## config.mk

```make
export PLATFORM = sky130hd
export DESIGN_NAME = uart_tx_sched
export DESIGN_NICKNAME = d
export VERILOG_FILES = /design/src/rtl/uart_tx_sched.sv
export SDC_FILE = /design/constraint.sdc
export NUM_CORES = 1
export LEC_CHECK = 0
export CAP_MARGIN = 20
export CORE_ASPECT_RATIO = 0.7
export CORE_MARGIN = 2
export CORE_UTILIZATION = 45
export CTS_CLUSTER_DIAMETER = 40
export DETAILED_ROUTE_END_ITERATION = 7
export PLACE_DENSITY = 0.78
export SYNTH_ARGS = -nofsm -noshare
export SYNTH_HDL_FRONTEND = slang
export SYNTH_SLANG_ARGS = --single-unit
```

## constraint.sdc

```tcl
create_clock -name clk -period 3.1 [get_ports clk]
set_clock_uncertainty 0.1 [all_clocks]
set_input_delay 0.62 -clock clk [delete_from_list [all_inputs] [get_ports clk]]
set_output_delay 0.62 -clock clk [all_outputs]
set_load 0.05 [all_outputs]
```

## src/rtl/uart_tx_sched.sv

```systemverilog
// Two-requester round-robin byte scheduler that feeds a single UART transmitter.
// Latency: grant one cycle after valid, tx_start one cycle after byte acceptance.
// Backpressure: one byte buffered; ready held low from acceptance until tx_busy falls.
module uart_tx_sched #(
  parameter int unsigned MAX_BURST = 16,
  parameter int unsigned TIMEOUT   = 50000
) (
  input  logic       clk,
  input  logic       rst,
  input  logic       req0_valid,
  input  logic       req1_valid,
  input  logic [7:0] req0_data,
  input  logic [7:0] req1_data,
  input  logic       req0_last,
  input  logic       req1_last,
  output logic       req0_ready,
  output logic       req1_ready,
  output logic       tx_start,
  output logic [7:0] tx_data,
  input  logic       tx_busy,
  output logic       grant_id,
  output logic       pkt_active
);

  // idle_cnt only ever counts up to TIMEOUT-1
  localparam int unsigned IW = (TIMEOUT > 1) ? $clog2(TIMEOUT) : 1;
  localparam logic [IW-1:0] IDLE_LIMIT  = IW'(TIMEOUT - 1);
  localparam logic [7:0]    BURST_LIMIT = 8'(MAX_BURST);

  typedef enum logic [1:0] {
    S_IDLE   = 2'd0,
    S_ACCEPT = 2'd1,
    S_START  = 2'd2,
    S_DRAIN  = 2'd3
  } state_t;

  state_t        state_q;
  logic [1:0]    ready_q;
  logic          tx_start_q;
  logic [7:0]    tx_data_q;
  logic          grant_id_q;
  logic          pkt_active_q;
  logic          rr_q;
  logic          last_q;
  logic [7:0]    burst_cnt_q;
  logic [IW-1:0] idle_cnt_q;

  logic          winner_d;
  logic          gnt_valid_d;
  logic [7:0]    gnt_data_d;
  logic          gnt_last_d;
  logic [7:0]    burst_d;
  logic          release_d;

  // Arbitration winner, granted requester's offer and end-of-grant decision.
  always_comb begin
    winner_d    = (req0_valid && req1_valid) ? rr_q : req1_valid;
    gnt_valid_d = grant_id_q ? req1_valid : req0_valid;
    gnt_data_d  = grant_id_q ? req1_data  : req0_data;
    gnt_last_d  = grant_id_q ? req1_last  : req0_last;
    burst_d     = burst_cnt_q + 8'd1;
    release_d   = last_q || (burst_d == BURST_LIMIT);
  end

  // Scheduler FSM with all outputs registered.
  always_ff @(posedge clk) begin
    if (rst) begin
      state_q      <= S_IDLE;
      ready_q      <= 2'b00;
      tx_start_q   <= 1'b0;
      tx_data_q    <= 8'h00;
      grant_id_q   <= 1'b0;
      pkt_active_q <= 1'b0;
      rr_q         <= 1'b0;
      last_q       <= 1'b0;
      burst_cnt_q  <= 8'd0;
      idle_cnt_q   <= '0;
    end else begin
      case (state_q)
        S_IDLE: begin
          if (req0_valid || req1_valid) begin
            grant_id_q   <= winner_d;
            burst_cnt_q  <= 8'd0;
            idle_cnt_q   <= '0;
            pkt_active_q <= 1'b1;
            ready_q      <= winner_d ? 2'b10 : 2'b01;
            state_q      <= S_ACCEPT;
          end
        end
        S_ACCEPT: begin
          if (gnt_valid_d) begin
            tx_data_q  <= gnt_data_d;
            last_q     <= gnt_last_d;
            idle_cnt_q <= '0;
            tx_start_q <= 1'b1;
            ready_q    <= 2'b00;
            state_q    <= S_START;
          end else if (idle_cnt_q == IDLE_LIMIT) begin
            // requester stalled mid-packet: hand the link to the other side
            pkt_active_q <= 1'b0;
            ready_q      <= 2'b00;
            rr_q         <= ~grant_id_q;
            state_q      <= S_IDLE;
          end else begin
            idle_cnt_q <= idle_cnt_q + IW'(1);
          end
        end
        S_START: begin
          if (tx_busy) begin
            tx_start_q <= 1'b0;
            state_q    <= S_DRAIN;
          end
        end
        S_DRAIN: begin
          if (!tx_busy) begin
            burst_cnt_q <= burst_d;
            if (release_d) begin
              pkt_active_q <= 1'b0;
              rr_q         <= ~grant_id_q;
              state_q      <= S_IDLE;
            end else begin
              idle_cnt_q <= '0;
              ready_q    <= grant_id_q ? 2'b10 : 2'b01;
              state_q    <= S_ACCEPT;
            end
          end
        end
        default: state_q <= S_IDLE;
      endcase
    end
  end

  assign req0_ready = ready_q[0];
  assign req1_ready = ready_q[1];
  assign tx_start   = tx_start_q;
  assign tx_data    = tx_data_q;
  assign grant_id   = grant_id_q;
  assign pkt_active = pkt_active_q;

endmodule

```

==> flow_summary.json, run 1 <==
{
  "status": "finished clean",
  "drt-vias-per-instance": 5.89,
  "worst_pin_slew_ns": 0.607,
  "boundaryPins": 36,
  "nFillCells": 490,
  "antenna_left": 0,
  "start_util_pct": 46.0,
  "gp_congestion": 0.815,
  "p_sw_share_pct": 34.7,
  "yosys_warnings": 0,
  "final-hold-violation-count": 0,
  "seqPwrFrac_pct": 38.0,
  "critPathKind": "in2reg",
  "hold_class": "reg2reg",
  "synth_flop_cell": "dfxtp_1",
  "slew_headroom_pct": 59.2,
  "final_layout_size_suffix_gt1_share_pct": 6.69,
  "ctsResizeCount": 0,
  "timing.final.crit_share_pct": 85.4,
  "portBuffers": 35,
  "fin_crit_ns": 2.65,
  "critPathMaxStageDelay_ns": 0.49,
  "dp.final_hpwl_mm": 3.86,
  "vias": 2274,
  "yosys.area.top_type": "dfxtp_1",
  "grt_pass1_vias": 2006,
  "path_max_fanout": 12,
  "ys_ff_latch": 41,
  "intPower_uw": 1030,
  "die_height_um": 64.9,
  "worst_ep_arrival_time_ns": 2.73,
  "syn_area_mm2": 0.00238,
  "synth_edf_count": 0,
  "num-nets-final": 343,
  "fin_area_mm2": 0.00291,
  "die_w_um": 91.0,
  "path_clk_slew_ns": 0.07,
  "post-place-ws_ns": 0.203,
  "endpoint_kind": "register",
  "grt_pass1_wl_mm": 9.24,
  "switchingPower_uw": 547,
  "numClockSinks": 41,
  "path_cells": "clkdlybuf4s50_1, mux2i_2, nand2_1, nor2_1, nand3_1, o41ai_1",
  "synth_top_area_share_pct": 34.5,
  "syn_inst": 281,
  "place_area_mm2": 0.00280,
  "drt-total-wl_mm": 5.47,
  "hold_buffers": 0,
  "clkLatencyLatePin_ns": 0.30,
  "cts_setup_buffers": 0,
  "synth.most_common_cell": "dfxtp_1",
  "synth_commonest_cells": "dfxtp_1 (41), nor2_1 (31), nand2_1 (20)",
  "fin_ws_ns": 0.453,
  "grt_max_degree": 25,
  "final-setup-viol-count": 0,
  "synth.area.top_cells": "dfxtp_1 (34%), nor2_1 (4.9%), mux2i_1 (4.6%), a211oi_1 (4.1%), o41ai_1 (4.0%)",
  "async_flop_share_pct": 0,
  "grt_overflow": 0,
  "synth.avg_cell_area_um2": 8.48,
  "diodes": 0,
  "slowest_stage": "clkdlybuf4s50_1",
  "cts_tree": "yes",
  "fin_tns_setup_ns": 0,
  "p_clk_share_pct": 28.5,
  "antenna_found_initial": 0,
  "core_area_mm2": 0.00517,
  "p_leak_uw": 0.00105,
  "firstDrtPassIters": 4,
  "grt_setup_unrepaired": "false",
  "drv_cap": 0,
  "worst-endpoint-required_ns": 3.18,
  "drt_iter0_markers": 156,
  "irDropWorstVdd_v": 0.000257,
  "wire_per_inst_um": 14.2,
  "remaining_drc_errors": 0,
  "grt_usage_pct": 19.2,
  "area_growth_pct": 22.2,
  "dieArea_mm2": 0.00590,
  "cts_buffers": 5,
  "syn_nets": 311,
  "combPwrFrac_pct": 33.5,
  "worstSetupStartpointType": "input pin",
  "htreeDepth": 2,
  "root_buffer": "clkbuf_8",
  "slew_violations": 0,
  "post_synth_num_cell_types": 53,
  "timing.fmax_mhz": 378,
  "clock_path_buffers": 2,
  "rows": 22,
  "r2r_slack_ns": 0.60,
  "powerDensity_mw_per_mm2": 541,
  "ys_seq_area_share_pct": 34.5
}
-- critical path: cells and delay by family --
family / cells / cell delay (ns)
AOI/OAI and AO/OA: 1 / 0.47
muxes: 1 / 0.37
and+or+nand+nor: 3 / 0.78
buffers and inverters: 1 / 0.49
-- metal layers --
layer  share of wire (%)  GRT usage, %  up-vias
met4                0.97          6.06        0
met2                  41          28.0       68
li1                    -             -     1150
met5                   0             0        -
met3                 7.2          6.40        6
met1                  51          26.8     1050
-- power groups by stage --
| stage | logic, uW | registers [uW] | clock network (uW) |
|---|---|---|---|
| final | 528 | 599 | 449 |
| after global routing | 580 | 605 | 477 |
| after CTS | 529 | 599 | 457 |
| after detailed placement | 526 | 611 | 0 |
| after global placement | 522 | 610 | 0 |
| after floorplan | 269 | 716 | 0 |
-- final cells by class --
type / instances / area [um^2] / share of cell area [%]
Timing Repair Buffer: 40 / 388 / 13.3
Clock inverter: 1 / 30.0 / 1.03
Inverter: 6 / 22.5 / 0.774
Clock buffer: 7 / 86.3 / 2.97
Multi-Input combinational cell: 219 / 1470 / 50.6
Tap cell: 72 / 90.1 / 3.09
Sequential cell: 41 / 821 / 28.2
-- cells in the final DEF, fill, tap and decap left out, types with 3 or more instances in the layout --
cell type and count:
nand2b_1 3, buf_4 5, mux2i_1 11, ha_1 7, nor2b_1 6, nand3_1 11, a21oi_1 14, nand2_1 20
nor2_1 31, and2_1 5, inv_1 6, dfxtp_1 41, a211oi_1 13, and3_1 5, nor3_1 9, o311ai_0 7
a21o_1 3, o41ai_1 11, or3_1 7, o311ai_1 6, clkbuf_8 6, a31oi_1 4, o21ai_0 8, clkdlybuf4s50_1 35
-- cell families after synthesis --
group / Yosys count / share of synthesized area (%)
AO/OA/AOI/OAI: 86 / 26.7
adder cells (fa/ha/maj): 7 / 3.68
buffers and inverters: 21 / 3.68
flip-flops: 41 / 34.5
multiplexers: 13 / 5.67
AND/OR/NAND/NOR: 113 / 25.8
-- state kept, by name, indices dropped and copies added (netlist names), named ones only --
name and count:
ready_q 2, pkt_active 1, state_q 1, last_q 1, tx_data 8, idle_cnt_q 16, rr_q 1, burst_cnt_q 8
grant_id 1, tx_start 1
-- stage by stage --
stage                     std cells  power, uW  util [%]  hold slack [ns]
after floorplan                 281        985         -            0.336
after global placement          378       1130      54.0            0.348
after detailed placement        378       1140      54.0            0.360
after CTS                       386       1580      56.3            0.371
after global routing            386       1660      56.3            0.412
final                           386       1580      56.3            0.374
-- worst paths after layout --
check                                                  from                     endpoint  depth (start not counted)
worst max-delay path                             req1_valid  idle_cnt_q[11]$_SDFFE_PP0P_                          6
worst min-delay path            idle_cnt_q[15]$_SDFFE_PP0P_  idle_cnt_q[15]$_SDFFE_PP0P_                          1
worst min register to register  idle_cnt_q[15]$_SDFFE_PP0P_  idle_cnt_q[15]$_SDFFE_PP0P_                          1
worst max register to register  burst_cnt_q[0]$_SDFFE_PP0P_  idle_cnt_q[11]$_SDFFE_PP0P_                          5
Note: power is estimated with default switching activity, not from simulation.
==> run 2, diff against run 1 <==
CORE_UTILIZATION = 40   (was 45)
PLACE_DENSITY = 0.72   (was 0.78)
clock period = 2.8 ns   (was 3.1 ns; I/O delays follow)
==> run 2 against run 1 <==
Against the previous run: register-to-register slack got worse by 0.33 ns; final cell count is 1.6% higher; design area decreased by 0.26%; critical path type is now reg2reg.
==> flow_summary.json, run 2 (same netlist as run 1, synthesis figures left out) <==
{
  "status": "finished clean",
  "fin_ws_ns": 0.269,
  "boundaryPins": 36,
  "core_area_mm2": 0.00573,
  "worstRegToRegCells": 5,
  "grt_pass1_wl_mm": 9.98,
  "htreeDepth": 2,
  "area_growth_pct": 21.9,
  "hold_depth": 1,
  "hold_class": "reg2reg",
  "cts_tree": "yes",
  "dieArea_mm2": 0.00660,
  "powerDensity_mw_per_mm2": 564,
  "drt-total-wl_mm": 5.87,
  "die_w_um": 96.2,
  "clkLatencyLatePin_ns": 0.29,
  "worstSetupStartpointType": "register",
  "ctsResizeCount": 0,
  "grt_pass1_vias": 2035,
  "largest_reg_flops": 16,
  "p_total_uw": 1640,
  "wire_per_inst_um": 15.0,
  "drv_cap": 0,
  "antenna_left": 0,
  "grt_setup_unrepaired": "false",
  "remaining_drc_errors": 0,
  "cts_setup_buffers": 0,
  "clock_path_buffers": 2,
  "final-hold-violation-count": 0,
  "vias": 2271,
  "slew_violations": 0,
  "final_common_cell": "dfxtp_1",
  "layout_common_cells": "dfxtp_1 (41), clkdlybuf4s50_1 (35), nor2_1 (31), nand2_1 (20), a21oi_1 (14)",
  "regMostFlops": "idle_cnt_q",
  "firstDrtPassIters": 4,
  "worst_pin_slew_ns": 0.620,
  "slew_headroom_pct": 58.3,
  "drt-vias-per-instance": 5.79,
  "grt_overflow": 0,
  "grt_usage_pct": 19.5,
  "timing.fmax_mhz": 395,
  "numClockSinks": 41,
  "p_leak_uw": 0.00105,
  "antenna_found_initial": 0,
  "post-place-ws_ns": 0.116,
  "root_buffer": "clkbuf_8",
  "path_max_fanout": 12,
  "worst_ep_arrival_time_ns": 2.62,
  "grt_max_degree": 27,
  "drt_iter0_markers": 167,
  "final-setup-viol-count": 0,
  "cts_buffers": 5,
  "rows": 23,
  "critPathKind": "reg2reg",
  "gp_congestion": 0.826,
  "portBuffers": 35,
  "endpoint_kind": "register",
  "start_util_pct": 41.6,
  "diodes": 0,
  "num-nets-final": 346,
  "die_height_um": 68.6,
  "path_clk_slew_ns": 0.08,
  "fin_crit_ns": 2.53,
  "timing.final.crit_share_pct": 90.4,
  "hold_buffers": 0,
  "dp.final_hpwl_mm": 4.14,
  "final_layout_size_suffix_gt1_share_pct": 7.57,
  "irDropWorstVdd_v": 0.000302,
  "worst-endpoint-required_ns": 2.89,
  "fin_tns_setup_ns": 0
}
run 2: changes by cell type in the layout (fill, tap and decap cells not counted):
cell / previous run / this run
bufinv_16: 1 / 0
clkinv_2: 0 / 2
clkbuf_8: 6 / 5
buf_4: 5 / 8
run 2: critical path, cell delays in order, from the launching register on:
cell	delay [ns]
dfxtp_1	0.41
nand3_1	0.19
o21a_1	0.27
o211ai_1	0.49
nand3_1	0.53
o41ai_1	0.44
run 2: routing by layer:
layer | global-route usage [%] | routed length, um
met1 | 27.4 | 2870
met2 | 28.7 | 2380
met3 | 6.09 | 560
met4 | 5.36 | 63
met5 | 0 | 0
run 2: layout make-up:
class / count / area, um^2
flip-flops and latches: 41 / 821
clock buffers: 6 / 72.6
repair buffers: 43 / 410
fillers: 566 / 2820
clock inverters: 2 / 10.0
multi-input cells: 219 / 1470
well taps: 75 / 93.8
inverters: 6 / 22.5
run 2: stage by stage:
step / cell area [um^2] / utilization, % / std cells / hold WS (ns)
2_1_floorplan: 2380 / - / 281 / 0.336
3_3_place_gp: 2820 / 49.3 / 384 / 0.351
3_5_place_dp: 2820 / 49.3 / 384 / 0.361
4_1_cts: 2900 / 50.7 / 392 / 0.376
5_1_grt: 2900 / 50.7 / 392 / 0.417
6_report: 2900 / 50.7 / 392 / 0.374
run 2: final timing paths:
check	start	to	slack, ns
worst max register to register	burst_cnt_q[0]$_SDFFE_PP0P_	idle_cnt_q[9]$_SDFFE_PP0P_	0.27
worst max-delay path	burst_cnt_q[0]$_SDFFE_PP0P_	idle_cnt_q[9]$_SDFFE_PP0P_	0.27
worst min-delay path	idle_cnt_q[15]$_SDFFE_PP0P_	idle_cnt_q[15]$_SDFFE_PP0P_	0.37
worst min register to register	idle_cnt_q[15]$_SDFFE_PP0P_	idle_cnt_q[15]$_SDFFE_PP0P_	0.37
run 2: power breakdown:
part / switching (uW) / internal [uW] / leakage (uW)
clock network: 204 / 173 / 0.0000450
logic: 371 / 225 / 0.000677
registers: 34.8 / 629 / 0.000333
==> run 3, diff against run 2 <==
PLACE_DENSITY = 0.63   (was 0.72)
RECOVER_POWER = 25   (was unset)
==> run 3 against run 2 <==
Against the previous run: utilization decreased by 0.31 points; sequential power about the same; non-clock buffer count decreased by 1; design area decreased by 0.60%; final cell count decreased by 0.26%; worst setup slack got worse by 0.021 ns; sequential share of layout area increased by 0.17 points; count of clock-buffer cells in the layout increased by 2; power decreased by 0.98%.
==> flow_summary.json, run 3 (same netlist as run 1, synthesis figures left out) <==
{
  "status": "finished clean",
  "grt_max_degree": 31,
  "path_cells": "clkdlybuf4s50_1, mux2i_1, nand2_1, nor2_1, nand3_1, o41ai_1",
  "numClockSinks": 41,
  "final_common_cell": "dfxtp_1",
  "worst_ep_arrival_time_ns": 2.63,
  "area_growth_pct": 21.2,
  "hold_buffers": 0,
  "drt-vias-per-instance": 5.76,
  "rows": 23,
  "post-place-ws_ns": -0.00167,
  "drt-total-wl_mm": 5.79,
  "fin_ws_ns": 0.248,
  "layout_common_cells": "dfxtp_1 (41), clkdlybuf4s50_1 (33), nor2_1 (31), nand2_1 (20), a21oi_1 (14)",
  "worstSetupStartpointType": "input pin",
  "cts_tree": "yes",
  "r2r_start": "burst_cnt_q[2]$_SDFFE_PP0P_",
  "worst_pin_slew_ns": 0.762,
  "worst-endpoint-required_ns": 2.88,
  "irDropWorstVdd_v": 0.000275,
  "largest_reg_flops": 16,
  "portBuffers": 35,
  "slew_violations": 0,
  "intPower_uw": 1020,
  "fin_crit_ns": 2.55,
  "rr_endpoint": "idle_cnt_q[9]$_SDFFE_PP0P_",
  "path_clk_slew_ns": 0.07,
  "regMostFlops": "idle_cnt_q",
  "wire_per_inst_um": 14.8,
  "start_util_pct": 41.6,
  "cp-endpoint": "idle_cnt_q[9]$_SDFFE_PP0P_",
  "remaining_drc_errors": 0,
  "die_w_um": 96.2,
  "drv_cap": 0,
  "timing.final.crit_share_pct": 91.2,
  "final-hold-violation-count": 0,
  "firstDrtPassIters": 4,
  "switchingPower_uw": 597,
  "worstRegToRegCells": 5,
  "root_buffer": "clkbuf_8",
  "postLayoutCoreUtil_pct": 50.4,
  "final_layout_size_suffix_gt1_share_pct": 6.01,
  "place_area_mm2": 0.00281,
  "htreeDepth": 2,
  "cts_setup_buffers": 0,
  "antenna_found_initial": 0,
  "dp.final_hpwl_mm": 4.04,
  "slowest_stage": "clkdlybuf4s50_1",
  "seqPwrFrac_pct": 40.8,
  "p_leak_uw": 0.00104,
  "hold_class": "reg2reg",
  "num-nets-final": 345,
  "crit_family": "simple AND/OR/NAND/NOR gates",
  "boundaryPins": 36,
  "die_height_um": 68.6,
  "path_max_fanout": 12,
  "ctsResizeCount": 0,
  "cts_buffers": 5,
  "gp_congestion": 0.791,
  "nFillCells": 531,
  "endpoint_kind": "register",
  "drt_iter0_markers": 149,
  "combPwrFrac_pct": 36.2,
  "grt_setup_unrepaired": "false",
  "critPathKind": "in2reg",
  "grt_pass1_wl_mm": 9.76,
  "crit_cells": 6,
  "p_clk_share_pct": 23.0,
  "clock_path_buffers": 2,
  "vias": 2251,
  "dieArea_mm2": 0.00660,
  "clkLatencyLatePin_ns": 0.29,
  "timing.fmax_mhz": 392,
  "slew_headroom_pct": 49.2,
  "grt_usage_pct": 19.0,
  "grt_pass1_vias": 1998,
  "fin_tns_setup_ns": 0,
  "grt_overflow": 0,
  "fin_area_mm2": 0.00289,
  "critPathMaxStageDelay_ns": 0.47,
  "powerDensity_mw_per_mm2": 562,
  "r2r_slack_ns": 0.26,
  "cp_num_buf_inv": 1,
  "core_area_mm2": 0.00573,
  "final-setup-viol-count": 0,
  "antenna_left": 0,
  "p_sw_share_pct": 36.8,
  "diodes": 0,
  "critPathLaunch": "req1_valid"
}
## run 3: cell types whose count changed in the layout (fill, tap and decap cells not counted), sizes merged
| cell | previous run | this run |
|---|---|---|
| buf | 8 | 6 |
| clkbuf | 6 | 9 |
| dlygate4sd3 | 0 | 2 |
| clkinv | 2 | 0 |
| clkdlybuf4s50 | 35 | 33 |
## run 3: metal layers
layer	track usage (%)	vias to the layer above	share of wire (%)
met5	0	-	0
met4	4.29	0	0.66
met3	5.76	4	7.5
met2	27.5	69	41
met1	27.6	1024	51
li1	-	1154	-
## run 3: final cells by class
type                       count  area [um^2]  share of cell area [%]
multi-input combinational    219         1470                    50.9
inverter                       6         22.5                   0.780
clock buffer                   8         80.1                    2.77
sequential                    41          821                    28.4
tap                           75         93.8                    3.25
timing repair buffer          42          399                    13.8
## run 3: metrics by stage
stage          hold WS [ns]  total power, uW  instances
2_1_floorplan         0.336             1090        281
3_3_place_gp          0.360             1260        383
3_5_place_dp          0.374             1260        383
4_1_cts               0.384             1640        391
5_1_grt               0.413             1720        391
6_report              0.384             1620        391
## run 3: worst min path at each step
stage / from / endpoint / cells past startpoint
2_1_floorplan: idle_cnt_q[15]$_SDFFE_PP0P_ / idle_cnt_q[15]$_SDFFE_PP0P_ / 1
6_report: idle_cnt_q[15]$_SDFFE_PP0P_ / idle_cnt_q[15]$_SDFFE_PP0P_ / 1
4_1_cts: idle_cnt_q[15]$_SDFFE_PP0P_ / idle_cnt_q[15]$_SDFFE_PP0P_ / 1
3_5_place_dp: idle_cnt_q[15]$_SDFFE_PP0P_ / idle_cnt_q[15]$_SDFFE_PP0P_ / 1
3_3_place_gp: idle_cnt_q[15]$_SDFFE_PP0P_ / idle_cnt_q[15]$_SDFFE_PP0P_ / 1
5_1_grt: ready_q[1]$_SDFFE_PP0P_ / ready_q[1]$_SDFFE_PP0P_ / 2
## run 3: power groups by stage
stage | clock network (uW) | logic, uW | registers (uW)
after floorplan | 0 | 297 | 793
after global placement | 0 | 588 | 676
after detailed placement | 0 | 588 | 675
after CTS | 384 | 591 | 662
after global routing | 412 | 638 | 669
final | 373 | 586 | 662
